===== src/rtl/gpio_pkg.sv =====
// gpio_pkg
// Shared definitions for the memory-mapped GPIO port:
//   - word offsets of the four registers seen on the data bus
//   - default widths and debounce length used by gpio_mmio_port
package gpio_pkg;

   // Register word offsets (addr_i)
   localparam logic [1:0] GPIO_IN    = 2'd0;   // debounced pin levels, read-only
   localparam logic [1:0] GPIO_OUT   = 2'd1;   // LED / output pin register
   localparam logic [1:0] GPIO_EDGE  = 2'd2;   // sticky rising-edge flags, W1C
   localparam logic [1:0] GPIO_IRQEN = 2'd3;   // per-bit interrupt enable

   // Defaults
   localparam int GPIO_DATA_W_DEF   = 32;
   localparam int GPIO_W_DEF        = 8;
   localparam int GPIO_DEBOUNCE_DEF = 4;

endpackage : gpio_pkg


===== src/rtl/gpio_debounce_bit.sv =====
// gpio_debounce_bit
// One input pin: two-flop synchroniser, consecutive-stable counter and the
// accepted (debounced) level. A change is accepted once the synchronised
// value has differed from the accepted level for DEBOUNCE_CYCLES edges in a row.
// Ports:
//   clk_i     system clock
//   reset_i   asynchronous active-low reset
//   pin_i     raw asynchronous pin
//   stable_o  debounced level
//   rise_o    high during the cycle whose closing edge accepts a 0->1 change
module gpio_debounce_bit
   import gpio_pkg::*;
#(
   parameter int DEBOUNCE_CYCLES = GPIO_DEBOUNCE_DEF
) (
   input  logic clk_i,
   input  logic reset_i,
   input  logic pin_i,
   output logic stable_o,
   output logic rise_o
);

   localparam int CW = $clog2(DEBOUNCE_CYCLES);
   localparam logic [CW-1:0] CNT_MAX = CW'(DEBOUNCE_CYCLES - 1);

   logic          r_s1;
   logic          r_s2;
   logic          r_stable;
   logic [CW-1:0] r_cnt;

   always_ff @(posedge clk_i or negedge reset_i) begin
      if (!reset_i) begin
         r_s1     <= 1'b0;
         r_s2     <= 1'b0;
         r_stable <= 1'b0;
         r_cnt    <= '0;
      end else begin
         r_s1 <= pin_i;
         r_s2 <= r_s1;
         // Any return to the accepted level restarts the count.
         if (r_s2 == r_stable) begin
            r_cnt <= '0;
         end else if (r_cnt < CNT_MAX) begin
            r_cnt <= r_cnt + 1'b1;
         end else begin
            r_stable <= r_s2;
            r_cnt    <= '0;
         end
      end
   end

   assign stable_o = r_stable;
   // Combinational look-ahead so the edge flag sets on the same clock edge
   // that stable goes high.
   assign rise_o   = r_s2 & ~r_stable & (r_cnt == CNT_MAX);

endmodule : gpio_debounce_bit


===== src/rtl/gpio_mmio_port.sv =====
// gpio_mmio_port
// Memory-mapped GPIO peripheral: debounced switch inputs with sticky
// rising-edge flags, an output pin register and a level interrupt.
// Ports:
//   clk_i     system clock
//   reset_i   asynchronous active-low reset
//   sel_i     bus select
//   we_i      write enable (qualified by sel_i)
//   addr_i    word offset: IN, OUT, EDGE, IRQ_EN
//   wdata_i   write data (upper DATA_W-GPIO_W bits ignored)
//   rdata_o   combinational read data, zero when not selected
//   gpio_i    raw pin inputs
//   gpio_o    output pin register
//   irq_o     |(EDGE & IRQ_EN)
module gpio_mmio_port
   import gpio_pkg::*;
#(
   parameter int DATA_W          = GPIO_DATA_W_DEF,
   parameter int GPIO_W          = GPIO_W_DEF,
   parameter int DEBOUNCE_CYCLES = GPIO_DEBOUNCE_DEF
) (
   input  logic              clk_i,
   input  logic              reset_i,
   input  logic              sel_i,
   input  logic              we_i,
   input  logic [1:0]        addr_i,
   input  logic [DATA_W-1:0] wdata_i,
   output logic [DATA_W-1:0] rdata_o,
   input  logic [GPIO_W-1:0] gpio_i,
   output logic [GPIO_W-1:0] gpio_o,
   output logic              irq_o
);

   logic [GPIO_W-1:0] w_stable;
   logic [GPIO_W-1:0] w_rise;
   logic [GPIO_W-1:0] w_wbits;
   logic [GPIO_W-1:0] w_clr;
   logic              w_wr;
   logic              w_unused_wdata;

   logic [GPIO_W-1:0] r_out;
   logic [GPIO_W-1:0] r_edge;
   logic [GPIO_W-1:0] r_irq_en;

   genvar gi;
   generate
      for (gi = 0; gi < GPIO_W; gi++) begin : g_pin
         gpio_debounce_bit #(
            .DEBOUNCE_CYCLES (DEBOUNCE_CYCLES)
         ) u_db (
            .clk_i    (clk_i),
            .reset_i  (reset_i),
            .pin_i    (gpio_i[gi]),
            .stable_o (w_stable[gi]),
            .rise_o   (w_rise[gi])
         );
      end
   endgenerate

   assign w_wr    = sel_i & we_i;
   assign w_wbits = wdata_i[GPIO_W-1:0];
   assign w_clr   = (w_wr && addr_i == GPIO_EDGE) ? w_wbits : '0;
   // Upper write bits carry no state.
   assign w_unused_wdata = ^wdata_i;

   always_ff @(posedge clk_i or negedge reset_i) begin
      if (!reset_i) begin
         r_out    <= '0;
         r_edge   <= '0;
         r_irq_en <= '0;
      end else begin
         if (w_wr && addr_i == GPIO_OUT)   r_out    <= w_wbits;
         if (w_wr && addr_i == GPIO_IRQEN) r_irq_en <= w_wbits;
         // Set after clear: a new rise on the clearing edge is not lost.
         r_edge <= (r_edge & ~w_clr) | w_rise;
      end
   end

   always_comb begin
      rdata_o = '0;
      if (sel_i) begin
         case (addr_i)
            GPIO_IN:    rdata_o[GPIO_W-1:0] = w_stable;
            GPIO_OUT:   rdata_o[GPIO_W-1:0] = r_out;
            GPIO_EDGE:  rdata_o[GPIO_W-1:0] = r_edge;
            default:    rdata_o[GPIO_W-1:0] = r_irq_en;
         endcase
      end
   end

   assign gpio_o = r_out;
   assign irq_o  = |(r_edge & r_irq_en);

endmodule : gpio_mmio_port


===== config.mk =====
export PLATFORM = sky130hd
export DESIGN_NAME = gpio_mmio_port
export DESIGN_NICKNAME = d
export VERILOG_FILES = /design/src/rtl/gpio_pkg.sv /design/src/rtl/gpio_debounce_bit.sv /design/src/rtl/gpio_mmio_port.sv
export SDC_FILE = /design/constraint.sdc
export NUM_CORES = 1
export LEC_CHECK = 0
export ABC_AREA = 1
export CAP_MARGIN = 20
export CORE_ASPECT_RATIO = 0.75
export CORE_MARGIN = 2
export CORE_UTILIZATION = 43
export DETAILED_ROUTE_END_ITERATION = 8
export GPL_ROUTABILITY_DRIVEN = 0
export GPL_TIMING_DRIVEN = 0
export PLACE_DENSITY_LB_ADDON = 0.08
export SKIP_LAST_GASP = 1
export SLEW_MARGIN = 10
export SYNTH_ARGS = -nofsm -noshare
export SYNTH_HDL_FRONTEND = slang
export SYNTH_HIERARCHICAL = 1
export SYNTH_SLANG_ARGS = --single-unit

===== constraint.sdc =====
create_clock -name clk_i -period 0.9 [get_ports clk_i]
set_input_delay 0.09 -clock clk_i [delete_from_list [all_inputs] [get_ports clk_i]]
set_output_delay 0.09 -clock clk_i [all_outputs]
set_load 0.05 [all_outputs]

### Yosys cells after proc, flatten, opt, wreduce, memory -nomap -nowiden

Cells that the tools add are included.

* bitwise operators: 45
* magnitude comparators: 8
* $mul: 0
* $add $sub $neg: 8
* reductions and logical operators: 13
* equality and inequality tests: 19
* shift operators: 0
* divide/modulo/power cells: 0
* multiplexer cells: 19

Operator list (number)
* 2-bit two-way mux: 16
* 1-bit NOT: 24
* 8-bit case mux with 3 select lines: 1
* 2-bit equality test, second input constant: 10
* 1-bit bitwise AND: 17
* 2-bit by 1-bit adder with 2-bit output, second input constant: 8
* 8-bit bitwise AND: 2
* 2-bit < comparator, second input constant: 8
* 8-bit two-way mux: 2
* 2-bit AND reduction: 8
* 1-bit equality test: 8
* 8-bit NOT: 1
* 8-bit bitwise OR: 1
* 8-bit OR reduction: 1
* 1-bit logical AND: 3
* 2-bit by 1-bit equality test with 1-bit output, second input constant: 1
* 2-bit logical NOT: 1

* memories: 0
* word-level logic and storage cells: 147
* bits in read-only memories: 0
* flip-flop bits (word level): 64
* bits in writable memories: 0
* bits in latches: 0

### Logic depth before layout (Yosys ltp)

Gate-level depths: netlist of run 1.

* depth in word-level cells: 6
* depth in mapped cells: 6

### Cells and area by module

The synthesis of run 1 kept the hierarchy.

Modules (own cells, without submodules)
* gpio_debounce_bit: area each 193.9 µm², instances 8, cells each 18
* gpio_mmio_port: area each 1545.2 µm², instances 1, cells each 214

### Worst setup path before layout of run 1

No wires, ideal clock.

* path kind: register -> output
* start: register r_out[1] (netlist: gpio_o[1])
* end: output port rdata_o[1]
* path slack: -0.378 ns
* stages on the path, launching flop included: 5
* required time: 0.810 ns
* arrival time: 1.188 ns
* cells stage by stage: dfrtp_1 nand3_1 nand3_1 nand2_1 inv_1

* cells in the longest elaborated chain, start to end: 2

Ends and longest elaborated chain
* from (decl): line gpio_mmio_port.sv:41 `logic [GPIO_W-1:0] r_out;`
* from (signal assigned): line gpio_mmio_port.sv:72 `if (w_wr && addr_i == GPIO_OUT) r_out <= w_wbits;`
* 8-bit case mux with 3 select lines: line gpio_mmio_port.sv:82 `case (addr_i)`
* 8-bit two-way mux: line gpio_mmio_port.sv:81 `if (sel_i) begin`
* to (decl): line gpio_mmio_port.sv:28 `output logic [DATA_W-1:0] rdata_o,`

Every way passes these cells.

### Worst setup path after layout of run 1

* start: register r_edge[7]
* end: output port irq_o

* cells in the longest elaborated chain, start to end: 2

Ends and longest elaborated chain
* from (decl): line gpio_mmio_port.sv:42 `logic [GPIO_W-1:0] r_edge;`
* from (signal assigned): line gpio_mmio_port.sv:75 `r_edge <= (r_edge & ~w_clr) | w_rise;`
* 8-bit bitwise AND: line gpio_mmio_port.sv:92 `assign irq_o = |(r_edge & r_irq_en);`
* 8-bit OR reduction: line gpio_mmio_port.sv:92
* to (decl): line gpio_mmio_port.sv:31 `output logic irq_o`

Every way passes these cells.

==> results.py, run 1 <==
metrics = {
    "layout": {
        "area_growth_pct": 44.5,
        "fin_cells": 552,
        "diodes": 0,
        "drive_above_1_share_pct": 40.3,
        "nets": 511,
        "utilization_pct": 64.9,
    },
    "drt": {
        "drc": 0,
        "wl_per_cell_um": 12.3,
        "first_pass_iters": 4,
        "routed_wl_um": 6780,
        "via_per_inst": 4.43,
        "ant_nets": 0,
        "dr_total_vias": 2447,
        "drt-initial-drc-count": 110,
    },
    "power_and_ir_drop": {
        "powerDensity_nw_per_um2": 2630,
        "leakage_nw": 2.25,
        "fin_total_pwr_mw": 11.8,
        "ir_drop_mv": 1.22,
    },
    "synthesis": {
        "synth_top_area_share_pct": 51.7,
        "syn-cell-area_um2": 3100,
        "synth_area_leaders": "dfrtp_1 (52%), nand2_1 (12%), inv_1 (8.1%), ha_1 (6.5%), buf_4 (6.1%)",
        "yosysWarnings": 6,
        "yosysSeqAreaShare_pct": 51.7,
        "ys_ff_latch": 64,
        "synth-async-reset-ratio_pct": 100,
        "synthDistinctLibCells": 18,
        "synth_cells": 358,
        "avgSynthCellArea_um2": 8.65,
        "synth_common_cells": "nand2_1 (100), inv_1 (67), dfrtp_1 (64)",
        "synth.most_common_cell": "nand2_1",
        "yosys.area.top_type": "dfrtp_1",
        "synth_edf_count": 0,
        "synth_flop_cell": "dfrtp_1",
    },
    "clocking": {
        "root_buffer": "clkbuf_8",
        "htreeDepth": 3,
        "clock-sinks": 64,
        "cts_buffers": 9,
        "cts_tree": "built",
        "clk_pin_slew_worst_paths_ps": 70,
        "insertion_delay_ps": 340,
        "clock_path_buffers": 2,
    },
    "worst_setup_path": {
        "worstPathRequired_ps": 810,
        "cp-end-kind": "output port",
        "crit_fanout": 3,
        "cp-startpoint": "r_edge[7]",
        "start_kind": "flop",
        "crit_arrival_ps": 1290,
        "worstSetupPathType": "reg -> out",
        "worstReg2RegStart": "g_pin[1].u_db/stable_o",
    },
    "floorplan": {
        "start_util_pct": 44.9,
        "num_io_pins": 87,
        "core_area_um2": 6900,
        "std_cell_rows": 26,
        "die_area_um2": 7900,
        "fp.dieW_um": 102,
        "die_h_um": 77.5,
    },
    "outcome": {
        "violations": "setup timing",
        "run_status": "complete, but fails checks",
    },
    "sta": {
        "setup_viol": 45,
        "fmax_mhz": 725,
        "rsz0062_at_grt": "true",
        "finalCritPeriodShare_pct": 153,
        "setup_ws_ps": -479,
        "fin_crit_ps": 1380,
        "skew_ps": 5.37,
        "holdWs_ps": 151,
        "final_max_slew_viol_count": 0,
        "finalHoldViolCount": 0,
    },
    "job": {
        "cap_viol_max_count": 0,
    },
    "placement": {
        "placed_cells": 517,
        "dp_hpwl_um": 4410,
        "placement.io_buffers": 37,
    },
    "grt": {
        "antenna_found_initial": 0,
        "grt.total_usage_pct": 18.4,
        "grt_max_degree": 50,
        "grt_pass1_wl_um": 11000,
        "grt_pass1_vias": 2274,
        "grt_overflow": 0,
    },
    "worst_hold_path": {
        "hold_class": "in -> async",
    },
}
## worst max-delay path, cell delays in order (launching register included)
cell and delay [ps]:
dfrtp_1 410, nand2_1 90, nand2_1 60, a21oi_2 140, nand3_4 90, buf_8 160
## cell usage in the layout (no fill, tap or decap), types with 8 or more instances in the layout
cell type        Yosys  layout
nand2_1            100      87
dfrtp_1             64      56
inv_1               67      35
buf_4               25      31
buf_6                3      26
inv_2                1      24
conb_1               1      24
nand3_1             25      21
clkdlybuf4s50_1      0      16
nand2_2              1      14
o21ai_0             22      14
clkbuf_8             1      12
ha_4                 0      10
nor3_2               0       8
dfrtp_2              0       8
## where the power goes
| group | internal [mW] | leakage [nW] | switching (mW) | total [mW] |
|---|---|---|---|---|
| logic | 2.30 | 1.37 | 2.63 | 4.93 |
| registers | 3.70 | 0.774 | 0.624 | 4.33 |
| clock network | 1.42 | 0.103 | 1.10 | 2.52 |
## worst paths after layout
check	depth (start not counted)	slack [ps]	endpoint
max in group asynchronous	3	230	gpio_o[6]
min in group clk_i	1	180	g_pin[1].u_db/r_s1
max	5	-480	irq_o
min	2	150	g_pin[2].u_db/r_cnt[1]
max reg2reg	7	-220	g_pin[1].u_db/stable_o
min reg2reg	0	350	g_pin[3].u_db/r_s2
## timing repair
| item | in CTS | in global routing |
|---|---|---|
| pin swaps | 7 | 30 |
| gates resized for setup | 183 | 65 |
| setup buffers | 8 | 13 |
| setup endpoints to repair | 64 | 49 |
| endpoints found under the hold margin | 64 | 0 |
| hold buffers | 1 | 0 |
## flip-flops by register name, summed over array words and instances, names as in the netlist
name,count
r_irq_en,8
g_pin.u_db/r_s2,8
g_pin.u_db/stable_o,8
g_pin.u_db/r_cnt,16
gpio_o,8
g_pin.u_db/r_s1,8
r_edge,8
## routing by layer
layer / global-route usage (%) / wire length [um] / vias to the layer above
met4: 4.80 / 65 / 0
met3: 6.22 / 507 / 7
met2: 25.9 / 3160 / 73
met5: 0 / 0 / -
li1: - / - / 1234
met1: 27.2 / 3050 / 1133
## cells by family after synthesis
| kind of cell | after synthesis | share of synthesized area [%] |
|---|---|---|
| AND/OR/NAND/NOR | 147 | 20.3 |
| buffers and inverters | 97 | 15.8 |
| flip-flops | 64 | 51.7 |
| AO/OA/AOI/OAI | 33 | 5.58 |
| adder cells (fa/ha/maj) | 16 | 6.46 |
| other | 1 | 0.121 |
## final cells by class
type / count / area [um^2]
buffer: 29 / 235
multi-input combinational: 220 / 1390
tap: 98 / 123
sequential: 64 / 1610
fill: 596 / 2420
inverter: 68 / 280
timing repair buffer: 57 / 636
clock buffer: 13 / 159
clock inverter: 3 / 40.0
## stage by stage
step | cell area (um^2) | worst slack, ps | TNS, ps
finish | 4470 | -479 | -7290
global route | 4470 | -546 | -9720
CTS | 4210 | -492 | -7140
detailed placement | 3740 | -1640 | -31040
global placement | 3720 | -2670 | -186980
floorplan | 3220 | -222 | -2390
Power figures use the tool's default switching activity.
==> run 2: changes to the inputs <==
GPL_ROUTABILITY_DRIVEN = unset   (was 0)
SYNTH_HIERARCHICAL = unset   (was 1)
==> run 2 against run 1 <==
  * The run still ends with setup timing left
  * Largest cell class unchanged
  * Critical endpoint is now rdata_o[6]
  * Maximum frequency is 0.29% lower
  * First-iteration DRC count increased by 24%
  * Combinational power down 13%
  * Via count decreased by 3.4%
  * Synthesized cell count decreased by 6.4%
  * Final cell count down 7.4%
  * Cell area shrank 6.8%
  * Wire length fell by 4.0%
==> results.py, run 2 <==
metrics = {
    "outcome": {
        "run_status": "complete, but fails checks",
        "violations": "setup timing",
    },
    "synthesis": {
        "yosys.area.top_type": "dfrtp_1",
        "synth_flop_cell": "dfrtp_1",
        "synth_compound_area_share_pct": 6.97,
        "synth-xor-area-share_pct": 0,
        "synth_area_leaders": "dfrtp_1 (54%), nand2_1 (11%), ha_1 (6.7%), inv_1 (6.4%), buf_4 (6.0%)",
        "synth-async-reset-ratio_pct": 100,
        "synth_common_cells": "nand2_1 (85), dfrtp_1 (64), inv_1 (51)",
        "synthDistinctLibCells": 20,
        "synthMuxAreaShare_pct": 0,
        "synth_top_area_share_pct": 53.7,
        "yosysWarnings": 0,
        "synthSimpleGateAreaFrac_pct": 19.1,
        "synth_cells": 335,
        "synth.most_common_cell": "nand2_1",
        "synth_edf_count": 0,
        "avgSynthCellArea_um2": 8.90,
        "syn-cell-area_um2": 2980,
        "synth_top_family_by_area": "simple AND/OR/NAND/NOR gates",
        "yosys.area_share.adder_pct": 6.71,
        "ys_ff_latch": 64,
        "yosysSeqAreaShare_pct": 53.7,
    },
    "worst_setup_path": {
        "crit_fanout": 3,
        "worstReg2RegStart": "g_pin[3].u_db.stable_o",
        "crit_family": "flip-flops",
        "crit_arrival_ps": 1290,
        "start_kind": "flop",
        "worstPathRequired_ps": 810,
        "cp_cell_sequence": "o21ai_1, nand3_1, nand2_2, clkinvlp_4, buf_6",
        "cp-end-kind": "output port",
        "path_buf_inv": 2,
        "slowest_delay_ps": 400,
        "rrSetupSlack_ps": -180,
        "slowest_stage": "dfrtp_1",
        "worstSetupPathType": "reg -> out",
        "r2r_cells": 6,
        "r2r-end": "g_pin[3].u_db.stable_o",
    },
    "floorplan": {
        "die_area_um2": 7620,
        "die_h_um": 76.1,
        "num_io_pins": 87,
        "start_util_pct": 44.1,
        "std_cell_rows": 26,
        "fp.dieW_um": 100,
        "core_area_um2": 6770,
    },
    "layout": {
        "area_growth_pct": 39.9,
        "layout_common_cells": "nand2_1 (78), dfrtp_1 (56), buf_4 (37)",
        "nets": 485,
        "final_common_cell": "nand2_1",
        "design_area_um2": 4170,
        "regMostFlops": "g_pin.u_db.r_cnt",
        "largest_register_ffs": 16,
        "diodes": 0,
        "drive_above_1_share_pct": 34.7,
        "utilization_pct": 61.6,
    },
    "sta": {
        "setup_viol": 28,
        "fmax_mhz": 723,
        "setup-tns-final_ps": -6440,
        "finalCritPeriodShare_pct": 154,
        "final_max_slew_viol_count": 0,
        "skew_ps": 4.61,
        "rsz0062_at_grt": "true",
        "setup_ws_ps": -483,
        "fin_crit_ps": 1380,
        "finalHoldViolCount": 0,
    },
    "clocking": {
        "cts_tree": "built",
        "clk_pin_slew_worst_paths_ps": 70,
        "root_buffer": "clkbuf_8",
        "insertion_delay_ps": 340,
        "clock-sinks": 64,
        "htreeDepth": 3,
        "clock_path_buffers": 2,
        "cts_buffers": 9,
    },
    "power_and_ir_drop": {
        "leakage_nw": 2.05,
        "ir_drop_mv": 1.38,
        "powerDensity_nw_per_um2": 2580,
    },
    "placement": {
        "gp_congestion": 0.798,
        "placement.io_buffers": 38,
        "dp_hpwl_um": 4390,
        "post_dp_cell_area_um2": 3620,
    },
    "job": {
        "cap_viol_max_count": 0,
    },
    "grt": {
        "grt_pass1_wl_um": 10600,
        "antenna_found_initial": 0,
        "grt_max_degree": 36,
        "grt_pass1_vias": 2256,
        "grt_overflow": 0,
        "grt.total_usage_pct": 18.3,
    },
    "drt": {
        "dr_total_vias": 2364,
        "via_per_inst": 4.63,
        "ant_nets": 0,
        "drc": 0,
        "routed_wl_um": 6510,
        "drt-initial-drc-count": 136,
        "first_pass_iters": 4,
        "wl_per_cell_um": 12.7,
    },
    "worst_hold_path": {
        "whs_path_depth": 1,
        "hold_class": "in -> reg",
        "worst_hold_path.endpoint": "g_pin[3].u_db.r_s1",
        "hp-start": "gpio_i[3]",
    },
}
run 2: cell count changes after synthesis, moves of 7 or more:
cell / delta
a21oi_1: +7
inv_1: -16
nand2_1: -15
nand3_1: -9
nor2_1: +9
run 2: worst max path at each step:
| stage | slack (ps) | startpoint | to | depth (start not counted) |
|---|---|---|---|---|
| after floorplan | -240 | gpio_o[0] | rdata_o[0] | 4 |
| after global placement | -2670 | reset_i | gpio_o[7] | 1 |
| after detailed placement | -1740 | addr_i[0] | rdata_o[7] | 7 |
| after CTS | -490 | r_edge[2] | rdata_o[2] | 5 |
| after global routing | -580 | r_edge[6] | rdata_o[6] | 5 |
| final | -480 | r_edge[6] | rdata_o[6] | 5 |
run 2: cells by family after synthesis:
family          count (synthesis)
buf+inv                        80
flops                          64
simple gates                  134
compound gates                 40
fa+ha+maj                      16
other cells                     1
run 2: what timing repair did:
item                                    in CTS  in global routing
buffers inserted                             4                 10
endpoints found under the hold margin       29                  0
pin swaps                                   15                 10
gates resized for setup                    173                 28
endpoints found under the setup margin      62                 56
hold buffers                                 1                  0
run 2: metal layers:
metal | routed length [um] | share of wire (%) | track usage (%) | vias to the layer above
li1 | - | - | - | 1174
met1 | 2870 | 44 | 23.7 | 1110
met2 | 3100 | 48 | 28.5 | 73
met3 | 465 | 7.1 | 6.51 | 7
met4 | 71 | 1.1 | 6.44 | 0
met5 | 0 | 0 | 0 | -
run 2: final cells by class:
class                           instances  area [um^2]
Clock inverter                          1         5.00
Clock buffer                           14          153
Multi-Input combinational cell        214         1330
Inverter                               52          214
Fill cell                             619         2590
Sequential cell                        64         1610
Tap cell                               84          105
Timing Repair Buffer                   54          537
Buffer                                 28          215
run 2: metrics by stage:
step                      power (mW)  instances  hold WS, ps  worst slack [ps]
after floorplan                 6.57        358         -206              -244
after global placement          7.39        480          332             -2670
after detailed placement        7.55        481         43.0             -1740
after CTS                       10.2        501          170              -494
after global routing            11.6        511          182              -576
final                           10.8        511          186              -483
run 2: report_power, final:
part	internal, mW	switching [mW]
Combinational	1.93	2.36
Sequential	3.73	0.666
Clock	1.06	1.01
==> run 3: changes to the inputs <==
CORE_UTILIZATION = 45   (was 43)
clock period = 1.57 ns   (was 0.9 ns; I/O delays follow)
==> run 3 against run 2 <==
  * The run now ends clean
  * Die area down 4.2%
  * Cell area shrank 8.7%
  * Combinational power down 58%
  * Wire length shrank 7.3%
  * Largest cell class unchanged
==> results.py, run 3 (same netlist as run 2, synthesis figures left out) <==
metrics = {
    "grt": {
        "grt_max_degree": 51,
        "grt_busiest_layer": "met2",
        "met1_usage_pct": 23.8,
        "grt_pass1_vias": 2069,
        "groute.layer.met3.usage_pct": 6.20,
        "antenna_found_initial": 0,
        "grt.total_usage_pct": 17.8,
        "grt_overflow": 0,
        "grt_pass1_wl_um": 9760,
        "gr-usage-met2_pct": 27.4,
    },
    "floorplan": {
        "std_cell_rows": 25,
        "die_h_um": 74.5,
        "die_area_um2": 7300,
        "fp.dieW_um": 98.0,
        "num_io_pins": 87,
        "start_util_pct": 47.0,
        "core_area_um2": 6350,
    },
    "layout": {
        "regMostFlops": "g_pin.u_db.r_cnt",
        "multi_input_comb_area_um2": 1100,
        "fin_cells": 495,
        "nets": 472,
        "utilization_pct": 60.0,
        "final_common_cell": "nand2_1",
        "largest_register_ffs": 16,
        "seqCellArea_um2": 1600,
        "drive_above_1_share_pct": 18.1,
        "diodes": 0,
        "layout_common_cells": "nand2_1 (85), dfrtp_1 (64), inv_1 (49)",
        "area_growth_pct": 27.7,
        "nFillCells": 575,
    },
    "sta": {
        "finalCritPeriodShare_pct": 96.6,
        "holdWs_ps": 221,
        "fin_crit_ps": 1520,
        "fmax_mhz": 659,
        "skew_ps": 5.87,
        "setup_viol": 0,
        "rsz0062_at_grt": "false",
        "setup_ws_ps": 52.9,
        "final_max_slew_viol_count": 0,
        "finalHoldViolCount": 0,
    },
    "drt": {
        "drc": 0,
        "dr_total_vias": 2305,
        "first_pass_iters": 4,
        "ant_nets": 0,
        "drt-initial-drc-count": 98,
        "routed_wl_um": 6030,
        "wl_per_cell_um": 12.2,
        "via_per_inst": 4.66,
    },
    "worst_setup_path": {
        "crit_arrival_ps": 1360,
        "start_kind": "input port",
        "cp-end-kind": "output port",
        "worstPathRequired_ps": 1410,
        "worstSetupPathType": "in -> out",
        "crit_fanout": 8,
    },
    "power_and_ir_drop": {
        "fin_total_pwr_mw": 5.79,
        "leakage_nw": 2.05,
        "ir_drop_mv": 0.806,
        "powerDensity_nw_per_um2": 1520,
    },
    "clocking": {
        "insertion_delay_ps": 340,
        "htreeDepth": 3,
        "clk_pin_slew_worst_paths_ps": 70,
        "root_buffer": "clkbuf_8",
        "cts_buffers": 9,
        "clock_path_buffers": 2,
        "cts_tree": "built",
        "clock-sinks": 64,
    },
    "placement": {
        "dp_slack_ps": -1160,
        "dp_hpwl_um": 4220,
        "placed_cells": 478,
        "gp_congestion": 0.774,
        "placement.io_buffers": 38,
    },
    "outcome": {
        "run_status": "finished, final reports clean",
    },
    "worst_hold_path": {
        "hold_class": "in -> async",
    },
    "job": {
        "cap_viol_max_count": 0,
    },
}
[run 3: changes by cell type in the layout (fill, tap and decap cells not counted), moves of 8 or more]
| cell | change |
|---|---|
| ha_1 | +14 |
| inv_2 | -12 |
| inv_1 | +16 |
| dfrtp_2 | -8 |
| ha_4 | -13 |
| dfrtp_1 | +8 |
| buf_6 | -18 |
[run 3: path summary, 6_finish.rpt]
path / startpoint / end / slack, ps / cells past startpoint
min in group clk_i: gpio_i[2] / g_pin[2].u_db.r_s1 / 250 / 1
max reg2reg: g_pin[3].u_db.r_s2 / g_pin[3].u_db.stable_o / 460 / 5
min: reset_i / g_pin[2].u_db.r_cnt[1] / 220 / 2
max: sel_i / rdata_o[7] / 50 / 6
min reg2reg: g_pin[3].u_db.r_s1 / g_pin[3].u_db.r_s2 / 350 / 0
max in group asynchronous: reset_i / r_irq_en[7] / 830 / 3
[run 3: per-stage QoR]
| stage | cell area [um^2] | setup TNS (ps) |
|---|---|---|
| after floorplan | 3070 | 0 |
| after global placement | 3550 | -129150 |
| after detailed placement | 3570 | -10910 |
| after CTS | 3770 | -1.22 |
| after global routing | 3810 | 0 |
| final | 3810 | 0 |
[run 3: routing by layer]
metal	wire length (um)	part of all wire (%)	vias to the layer above
li1	-	-	1146
met1	2850	47	1066
met2	2640	44	87
met3	489	8.1	6
met4	53	0.88	0
met5	0	0	-
[run 3: worst max-delay path, stage by stage]
cell	delay [ps]
clkdlybuf4s50_1	570
inv_2	160
a21oi_1	140
nand2_1	70
inv_1	50
clkbuf_4	210
[run 3: timing repair]
| action | in CTS | in global routing |
|---|---|---|
| endpoints found under the hold margin | 64 | 0 |
| resized for setup | 64 | 23 |
| setup buffers | 0 | 1 |
| hold buffers | 1 | 0 |
| pin swaps | 1 | 5 |
| setup endpoints to repair | 17 | 8 |
[run 3: where the power goes]
part	leakage, nW	total [mW]	internal [mW]	switching, mW
clock	0.112	1.57	0.970	0.602
combinational	1.16	1.81	0.642	1.16
sequential	0.777	2.41	2.13	0.278
total	2.05	5.79	3.74	2.04
[run 3: area by class of cell]
cell class	count	area share [%]
clock inverter	3	1.71
timing repair buffer	41	9.92
tap	81	2.66
inverter	52	5.22
clock buffer	12	4.07
buffer	28	5.49
multi-input combinational	214	28.9
sequential	64	42.1
